## src/rtl/hsync_pkg.sv

```systemverilog
// Shared types, defaults and width helpers for the line-sync front end.
package hsync_pkg;

   typedef enum logic {
      HUNT = 1'b0,
      LOCK = 1'b1
   } hsync_state_t;

   localparam int unsigned SHREG_LEN = 9;
   localparam int unsigned LINE_LEN  = 256;
   localparam int unsigned MISS_MAX  = 3;

   localparam logic [SHREG_LEN-1:0] SYNC_PATTERN = 9'b1_0000_0001;

   // Width of a counter that spans 0..line_len-1.
   function automatic int unsigned pos_width(input int unsigned line_len);
      return (line_len <= 2) ? 1 : $clog2(line_len);
   endfunction

   // Width of a counter that can hold 0..miss_max.
   function automatic int unsigned miss_width(input int unsigned miss_max);
      return (miss_max < 2) ? 1 : $clog2(miss_max + 1);
   endfunction

   localparam int unsigned POS_W  = pos_width(LINE_LEN);
   localparam int unsigned MISS_W = miss_width(MISS_MAX);

endpackage

```

## src/rtl/hsync_detector_if.sv

```systemverilog
// Serial input and sync status outputs of the line-sync front end.
interface hsync_detector_if #(
   parameter int unsigned MISS_W = hsync_pkg::MISS_W
);
   logic              din;
   logic              hsync;
   logic              locked;
   logic              sync_err;
   logic [MISS_W-1:0] miss_cnt;

   modport master (
      output din,
      input  hsync,
      input  locked,
      input  sync_err,
      input  miss_cnt
   );

   modport slave (
      input  din,
      output hsync,
      output locked,
      output sync_err,
      output miss_cnt
   );
endinterface

```

## src/rtl/hsync_detector_sync_shreg.sv

```systemverilog
// Serial shift register with a combinational compare against the sync pattern.
module sync_shreg
   import hsync_pkg::*;
#(
   parameter int unsigned        LEN     = hsync_pkg::SHREG_LEN,
   parameter logic [LEN-1:0]     PATTERN = LEN'(hsync_pkg::SYNC_PATTERN)
) (
   input  logic clk,
   input  logic rst,
   input  logic i_din,
   output logic o_match_c
);

   logic [LEN-1:0] r_shreg;

   // Oldest bit ends up in the MSB.
   always_ff @(posedge clk) begin
      if (rst) begin
         r_shreg <= '0;
      end else begin
         r_shreg <= {r_shreg[LEN-2:0], i_din};
      end
   end

   assign o_match_c = (r_shreg == PATTERN);

endmodule

```

## src/rtl/hsync_detector.sv

```systemverilog
// Line-sync qualifier: locks onto the sync pattern at a fixed line period and
// flywheels over up to MISS_MAX-1 consecutive missing syncs.
module hsync_detector
   import hsync_pkg::*;
#(
   parameter int unsigned              SHREG_LEN    = hsync_pkg::SHREG_LEN,
   parameter logic [SHREG_LEN-1:0]     SYNC_PATTERN = SHREG_LEN'(hsync_pkg::SYNC_PATTERN),
   parameter int unsigned              LINE_LEN     = hsync_pkg::LINE_LEN,
   parameter int unsigned              MISS_MAX     = hsync_pkg::MISS_MAX
) (
   input  logic              clk,
   input  logic              rst,
   hsync_detector_if.slave   bus
);

   localparam int unsigned POS_W = pos_width(LINE_LEN);
   localparam int unsigned CNT_W = miss_width(MISS_MAX);

   localparam logic [POS_W-1:0] POS_LAST  = POS_W'(LINE_LEN - 1);
   localparam logic [CNT_W-1:0] MISS_LAST = CNT_W'(MISS_MAX - 1);

   hsync_state_t     r_state;
   logic [POS_W-1:0] r_pos;
   logic [CNT_W-1:0] r_miss_cnt;
   logic             r_hsync;
   logic             r_locked;
   logic             r_sync_err;

   logic             w_match;
   logic             w_slot;

   sync_shreg #(
      .LEN     (SHREG_LEN),
      .PATTERN (SYNC_PATTERN)
   ) u_sync_shreg (
      .clk       (clk),
      .rst       (rst),
      .i_din     (bus.din),
      .o_match_c (w_match)
   );

   assign w_slot = (r_pos == POS_LAST);

   // Lock FSM; pulses default low every cycle and are raised only where needed.
   always_ff @(posedge clk) begin
      if (rst) begin
         r_state    <= HUNT;
         r_pos      <= '0;
         r_miss_cnt <= '0;
         r_hsync    <= 1'b0;
         r_locked   <= 1'b0;
         r_sync_err <= 1'b0;
      end else begin
         r_hsync    <= 1'b0;
         r_sync_err <= 1'b0;
         case (r_state)
            HUNT: begin
               r_pos <= '0;
               if (w_match) begin
                  r_state    <= LOCK;
                  r_hsync    <= 1'b1;
                  r_miss_cnt <= '0;
                  r_locked   <= 1'b1;
               end
            end
            LOCK: begin
               if (w_slot) begin
                  r_pos <= '0;
                  if (w_match) begin
                     r_hsync    <= 1'b1;
                     r_miss_cnt <= '0;
                  end else if (r_miss_cnt == MISS_LAST) begin
                     r_state    <= HUNT;
                     r_miss_cnt <= '0;
                     r_locked   <= 1'b0;
                  end else begin
                     // Flywheel: keep the line timing running on a missing sync.
                     r_hsync    <= 1'b1;
                     r_miss_cnt <= r_miss_cnt + CNT_W'(1);
                  end
               end else begin
                  r_pos      <= r_pos + POS_W'(1);
                  r_sync_err <= w_match;
               end
            end
            default: begin
               r_state  <= HUNT;
               r_pos    <= '0;
               r_locked <= 1'b0;
            end
         endcase
      end
   end

   assign bus.hsync    = r_hsync;
   assign bus.locked   = r_locked;
   assign bus.sync_err = r_sync_err;
   assign bus.miss_cnt = r_miss_cnt;

endmodule

```

## src/flat_wrapper.sv

```systemverilog
// flat-port wrapper written by rule: the top's interface ports become plain ports
module hsync_detector_flat import hsync_pkg::*;
#(
   parameter int unsigned              SHREG_LEN    = hsync_pkg::SHREG_LEN,
   parameter logic [SHREG_LEN-1:0]     SYNC_PATTERN = SHREG_LEN'(hsync_pkg::SYNC_PATTERN),
   parameter int unsigned              LINE_LEN     = hsync_pkg::LINE_LEN,
   parameter int unsigned              MISS_MAX     = hsync_pkg::MISS_MAX
)
  (clk, rst, bus_din, bus_hsync, bus_locked, bus_sync_err, bus_miss_cnt);
  hsync_detector_if bus_i ();
  input  logic clk;
  input  logic rst;
  input wire logic [$bits(bus_i.din)-1:0] bus_din;
  output wire logic [$bits(bus_i.hsync)-1:0] bus_hsync;
  output wire logic [$bits(bus_i.locked)-1:0] bus_locked;
  output wire logic [$bits(bus_i.sync_err)-1:0] bus_sync_err;
  output wire logic [$bits(bus_i.miss_cnt)-1:0] bus_miss_cnt;
  assign bus_i.din = bus_din;
  assign bus_hsync = bus_i.hsync;
  assign bus_locked = bus_i.locked;
  assign bus_sync_err = bus_i.sync_err;
  assign bus_miss_cnt = bus_i.miss_cnt;
  hsync_detector #(.SHREG_LEN(SHREG_LEN), .SYNC_PATTERN(SYNC_PATTERN), .LINE_LEN(LINE_LEN), .MISS_MAX(MISS_MAX)) u_core (.clk(clk), .rst(rst), .bus(bus_i));
endmodule
```

## config.mk

```make
export PLATFORM = sky130hd
export DESIGN_NAME = hsync_detector_flat
export DESIGN_NICKNAME = d
export VERILOG_FILES = /design/src/rtl/hsync_pkg.sv /design/src/rtl/hsync_detector_if.sv /design/src/rtl/hsync_detector_sync_shreg.sv /design/src/rtl/hsync_detector.sv /design/src/flat_wrapper.sv
export SDC_FILE = /design/constraint.sdc
export NUM_CORES = 1
export LEC_CHECK = 0
export CAP_MARGIN = 30
export CORE_MARGIN = 3
export CORE_UTILIZATION = 35
export CTS_CLUSTER_SIZE = 8
export DETAILED_ROUTE_END_ITERATION = 12
export GPL_ROUTABILITY_DRIVEN = 0
export GPL_TIMING_DRIVEN = 0
export PLACE_DENSITY_LB_ADDON = 0.12
export SLEW_MARGIN = 5
export SYNTH_ARGS = -nofsm -noshare
export SYNTH_HDL_FRONTEND = slang
export SYNTH_SLANG_ARGS = --single-unit
```

## constraint.sdc

```tcl
create_clock -name clk -period 2.2 [get_ports clk]
set_clock_uncertainty 0.05 [all_clocks]
set_input_delay 0.33 -clock clk [delete_from_list [all_inputs] [get_ports clk]]
set_output_delay 0.33 -clock clk [all_outputs]
set_load 0.1 [all_outputs]
```

==> flow_summary.json, run 1 <==
{
  "syn_inst": 86,
  "dp_hpwl_mm": 1.09,
  "fin_ws_ps": 59.2,
  "cp-end-kind": "output pin",
  "status": "finished, final reports clean",
  "synth_edf_count": 0,
  "startpoint_type": "flip-flop",
  "nFillCells": 231,
  "dp_worst_setup_slack_ps": 292,
  "yosys_register_bits": 23,
  "critPathLaunch": "u_core.bus.hsync",
  "power.switching_uw": 132,
  "wl_per_cell_um": 12.3,
  "slew_headroom": 0.355,
  "synth-async-reset-ratio": 0,
  "synthesis.nets": 90,
  "area_growth_pct": 15.1,
  "diodes": 0,
  "synth_top_area_frac": 0.533,
  "power_leakage_nw": 0.359,
  "p_comb_frac": 0.023,
  "coreArea_sq_mm": 0.00228,
  "period_minus_slack_ps": 2140,
  "multi_input_area_sq_um": 385,
  "path_delay_family": "buffers and inverters",
  "clock_power_share": 0.308,
  "numCtsBuffers": 3,
  "dieArea_sq_mm": 0.00310,
  "cts_max_level": 1,
  "post_cts_buffers": 0,
  "detail-route-antenna-nets": 0,
  "drv_slew": 0,
  "synth_top_cell_by_area": "dfxtp_1",
  "io_pins": 8,
  "cts_sinks": 23,
  "regArea_sq_um": 460,
  "synth.most_common_cell": "dfxtp_1",
  "fmax_mhz": 467,
  "yosys_warnings": 0,
  "r2r-start": "u_core.r_pos[0]",
  "synthTopCellsByCount": "23 x dfxtp_1, 10 x nor2b_1, 6 x nor2_1, 5 x a21oi_1",
  "worst-path-buf-inv": 1,
  "firstDrtPassIters": 2,
  "ys_seq_area_frac": 0.533,
  "r2r_cells": 4,
  "crit_chain": "clkdlybuf4s50_1",
  "critPathMaxStageDelay_ps": 1120,
  "drv_cap": 0,
  "finalNetCount": 102,
  "synthFlopType": "dfxtp_1",
  "cts_tree": "done",
  "grt_pass1_wl_mm": 2.63,
  "worst_pin_slew_ps": 966,
  "drtIter0Drc": 4,
  "clk_pin_slew_worst_paths_ps": 130,
  "peakVddDrop_mv": 0.407,
  "die_w_um": 55.7,
  "grt_pass1_vias": 582,
  "slowest_stage": "clkdlybuf4s50_1",
  "min-delay-start": "u_core.u_sync_shreg.r_shreg[2]",
  "drc": 0,
  "p_per_area_mw_per_mm2": 632,
  "placement.io_buffers": 7,
  "start_util": 0.380,
  "regToRegSetupSlack_ps": 400,
  "vias_per_cell": 5.18,
  "rr_endpoint": "u_core.r_pos[2]",
  "period_share": 0.973,
  "ys_types": 28,
  "setup_viol": 0,
  "synth_area_per_cell_sq_um": 10.1,
  "grt_usage": 0.106,
  "overflow": 0,
  "rsz0062_at_grt": "no",
  "drive_above_1_share": 0.0619,
  "crit_fanout": 1,
  "syn-cell-area_sq_um": 865,
  "synth_area_leaders": "dfxtp_1 53%, nor2b_1 7.2%, a21oi_1 2.9%",
  "hp-class": "reg2reg",
  "num_vias": 647,
  "pwr-share-seq": 0.669,
  "hold_viol_final": 0,
  "rows": 17,
  "crit_arrival_ps": 1760,
  "path_class": "reg2out",
  "antenna_found_initial": 0,
  "cp_num_cells": 1,
  "internal_power_uw": 497,
  "die_y_um": 55.7,
  "swShare": 0.210,
  "clk_latency_ps": 310,
  "crit_required_ps": 1820,
  "grt_max_degree": 13,
  "wl_mm": 1.54,
  "critPathCapture": "bus_hsync",
  "root_buffer": "clkbuf_4",
  "cts_buffer_depth": 2,
  "final_util": 0.437,
  "tns_ps": 0
}
[power by group through the flow]
stage          clock network (mW)  logic (mW)  registers (mW)
4_1_cts                     0.205      0.0143           0.421
2_1_floorplan                   0     0.00757           0.430
5_1_grt                     0.224      0.0162           0.421
3_3_place_gp                    0      0.0141           0.430
6_report                    0.194      0.0143           0.421
3_5_place_dp                    0      0.0143           0.430
[placed cells by master (no fill, tap or decap), types with 4 or more instances in the layout]
cell type  instances
dfxtp_1           23
nor2b_1           10
nor2_1             6
a21oi_1            5
nand2_1            4
inv_1              4
[metal layers]
layer | up-vias | GRT usage | share of wire
met5 | - | 0 | 0
met2 | 8 | 0.152 | 0.44
met3 | 2 | 0.0487 | 0.045
met1 | 305 | 0.141 | 0.51
met4 | 0 | 0.0313 | 0.0091
li1 | 332 | - | -
[worst min-delay path by stage]
stage                                     end  slack [ps]  cells past startpoint
3_3_place_gp                  u_core.r_pos[0]         380                      1
2_1_floorplan  u_core.u_sync_shreg.r_shreg[5]         350                      1
4_1_cts        u_core.u_sync_shreg.r_shreg[3]         420                      1
6_report       u_core.u_sync_shreg.r_shreg[3]         420                      1
3_5_place_dp                  u_core.r_pos[0]         400                      1
5_1_grt        u_core.u_sync_shreg.r_shreg[3]         440                      1
[area by class of cell]
type | count | area share
plain buffers | 1 | 0.00377
clock buffers | 4 | 0.0264
inverters | 4 | 0.0151
multi-input cells | 58 | 0.387
flip-flops and latches | 23 | 0.463
well taps | 28 | 0.0352
repair buffers | 7 | 0.0692
[cell families (layout without fill, tap and decap cells)]
kind of cell	count (synthesis)	in the layout	share of synthesized area
and+or+nand+nor	37	37	0.258
buffers and inverters	5	16	0.0217
DFF	23	23	0.533
xor gates and xnor gates	3	3	0.0304
adders and majority gates	1	1	0.0145
AOI/OAI and AO/OA	17	17	0.143
[what timing repair did]
| action | in CTS | in global routing |
|---|---|---|
| endpoints found under the setup margin | 3 | 1 |
| gates resized for setup | 3 | 1 |
| hold buffers | 0 | 0 |
[flip-flops by register name, indices dropped and copies added (netlist names)]
signal	flops
u_core.r_pos	8
u_core.u_sync_shreg.r_shreg	9
u_core.bus.sync_err	1
u_core.bus.miss_cnt	2
u_core.bus.locked	1
u_core.bus.hsync	1
u_core.r_state	1
[metrics by stage]
step                      cells  hold slack, ps  power [mW]  cell area, sq um
final                       125             419       0.629               995
after CTS                   125             418       0.640               992
after global routing        125             439       0.661               995
after floorplan              86             352       0.437               865
after detailed placement    121             404       0.444               970
after global placement      121             384       0.444               970
Power figures use the tool's default switching activity.
==> inputs of run 2 (changes only) <==
clock period = 1.8 ns   (was 2.2 ns; I/O delays follow)
==> run 2 against run 1 <==
  * Worst hold slack improved by 0.75 ps
  * Power rose by 23%
  * Via count fell by 1.1%
  * Non-clock buffer count did not move
  * Flip-flop and latch count did not move
  * Sequential share of layout area fell by 0.52 points
  * First-iteration DRC count did not move
  * Critical path type is now reg2reg
  * Critical endpoint is now u_core.r_pos[2]
==> flow_summary.json, run 2 (synthesis gave the netlist of run 1 again) <==
{
  "placement.io_buffers": 7,
  "cts_tree": "done",
  "rr_endpoint": "u_core.r_pos[2]",
  "vias_per_cell": 5.12,
  "start_util": 0.380,
  "grt_pass1_vias": 586,
  "clk_latency_ps": 310,
  "num_vias": 640,
  "crit_required_ps": 1940,
  "slew_headroom": 0.638,
  "die_w_um": 55.7,
  "rows": 17,
  "antenna_found_initial": 0,
  "largest_reg_flops": 9,
  "drc": 0,
  "cp-end-kind": "flip-flop",
  "hold_viol_final": 0,
  "final_cell_mix": "23 x dfxtp_1, 10 x nor2b_1, 6 x nor2_1",
  "nFillCells": 231,
  "ctsHoldBuffers": 0,
  "power_leakage_nw": 0.329,
  "drv_slew": 0,
  "path_class": "reg2reg",
  "wl_mm": 1.54,
  "numCtsBuffers": 3,
  "regMostFlops": "u_core.u_sync_shreg.r_shreg",
  "path_delay_family": "compound AO/OA/AOI/OAI gates",
  "status": "finished, final reports clean",
  "crit_fanout": 10,
  "final_util": 0.442,
  "hold_ws_ps": 420,
  "finalNetCount": 102,
  "cts_sinks": 23,
  "critPathMaxStageDelay_ps": 500,
  "grt_max_degree": 13,
  "coreArea_sq_mm": 0.00228,
  "worst-path-buf-inv": 0,
  "peakVddDrop_mv": 0.501,
  "dieArea_sq_mm": 0.00310,
  "crit_arrival_ps": 1760,
  "fin_ws_ps": 175,
  "period_share": 0.903,
  "clk_pin_slew_worst_paths_ps": 130,
  "root_buffer": "clkbuf_4",
  "firstDrtPassIters": 4,
  "overflow": 0,
  "cp_num_cells": 4,
  "hp-class": "reg2reg",
  "regArea_sq_um": 460,
  "slowest_stage": "o311ai_4",
  "io_pins": 8,
  "post_cts_buffers": 0,
  "dp_worst_setup_slack_ps": -47.7,
  "area_growth_pct": 16.4,
  "regToRegSetupSlack_ps": 170,
  "wl_per_cell_um": 12.3,
  "r2r-start": "u_core.r_pos[0]",
  "cts_buffer_depth": 2,
  "critPathLaunch": "u_core.r_pos[0]",
  "drv_cap": 0,
  "final_common_cell": "dfxtp_1",
  "cts_max_level": 1,
  "setup_viol": 0,
  "drtIter0Drc": 4,
  "r2r_cells": 4,
  "drive_above_1_share": 0.113,
  "worst_pin_slew_ps": 546,
  "crit_chain": "ha_1, nand4_4, o311ai_4, nor2_1",
  "placed_area_sq_um": 970,
  "final_area_sq_mm": 0.00101,
  "fmax_mhz": 615,
  "startpoint_type": "flip-flop",
  "diodes": 0,
  "multi_input_area_sq_um": 395,
  "dp_hpwl_mm": 1.09,
  "critPathCapture": "u_core.r_pos[2]",
  "rsz0062_at_grt": "no",
  "p_per_area_mw_per_mm2": 766,
  "detail-route-antenna-nets": 0,
  "grt_usage": 0.107,
  "period_minus_slack_ps": 1630,
  "die_y_um": 55.7,
  "grt_pass1_wl_mm": 2.64
}
[run 2: cell type report]
| type | instances | share of cell area |
|---|---|---|
| sequential | 23 | 0.458 |
| multi-input combinational | 58 | 0.393 |
| timing repair buffer | 7 | 0.0697 |
| tap | 28 | 0.0348 |
| clock buffer | 4 | 0.0261 |
| inverter | 4 | 0.0149 |
| buffer | 1 | 0.00373 |
[run 2: power breakdown]
part | internal (mW) | switching, mW
sequential | 0.512 | 0.00150
combinational | 0.00807 | 0.00976
clock | 0.0865 | 0.152
total | 0.607 | 0.164
[run 2: routing by layer]
| metal | global-route usage | share of wire |
|---|---|---|
| met3 | 0.0487 | 0.038 |
| met5 | 0 | 0 |
| met4 | 0.0313 | 0 |
| met1 | 0.141 | 0.51 |
| met2 | 0.154 | 0.45 |
[run 2: worst min path at each step]
stage / depth (start not counted) / end / from
4_1_cts: 1 / u_core.u_sync_shreg.r_shreg[3] / u_core.u_sync_shreg.r_shreg[2]
3_5_place_dp: 1 / u_core.r_pos[0] / u_core.r_pos[0]
5_1_grt: 1 / u_core.u_sync_shreg.r_shreg[3] / u_core.u_sync_shreg.r_shreg[2]
3_3_place_gp: 1 / u_core.r_pos[0] / u_core.r_pos[0]
6_report: 1 / u_core.u_sync_shreg.r_shreg[3] / u_core.u_sync_shreg.r_shreg[2]
2_1_floorplan: 1 / u_core.u_sync_shreg.r_shreg[5] / rst
[run 2: per-stage QoR]
step | power [mW] | TNS, ps | cells
after global routing | 0.809 | 0 | 125
after floorplan | 0.534 | 0 | 86
after global placement | 0.543 | -69.3 | 121
final | 0.771 | 0 | 125
after detailed placement | 0.543 | -88.1 | 121
after CTS | 0.782 | 0 | 125
[run 2: what timing repair did]
action	4_1_cts	5_1_grt
setup endpoints to repair	7	1
hold endpoints to repair	0	0
gates cloned	0	0
gates resized for setup	15	1
pin swaps	0	0
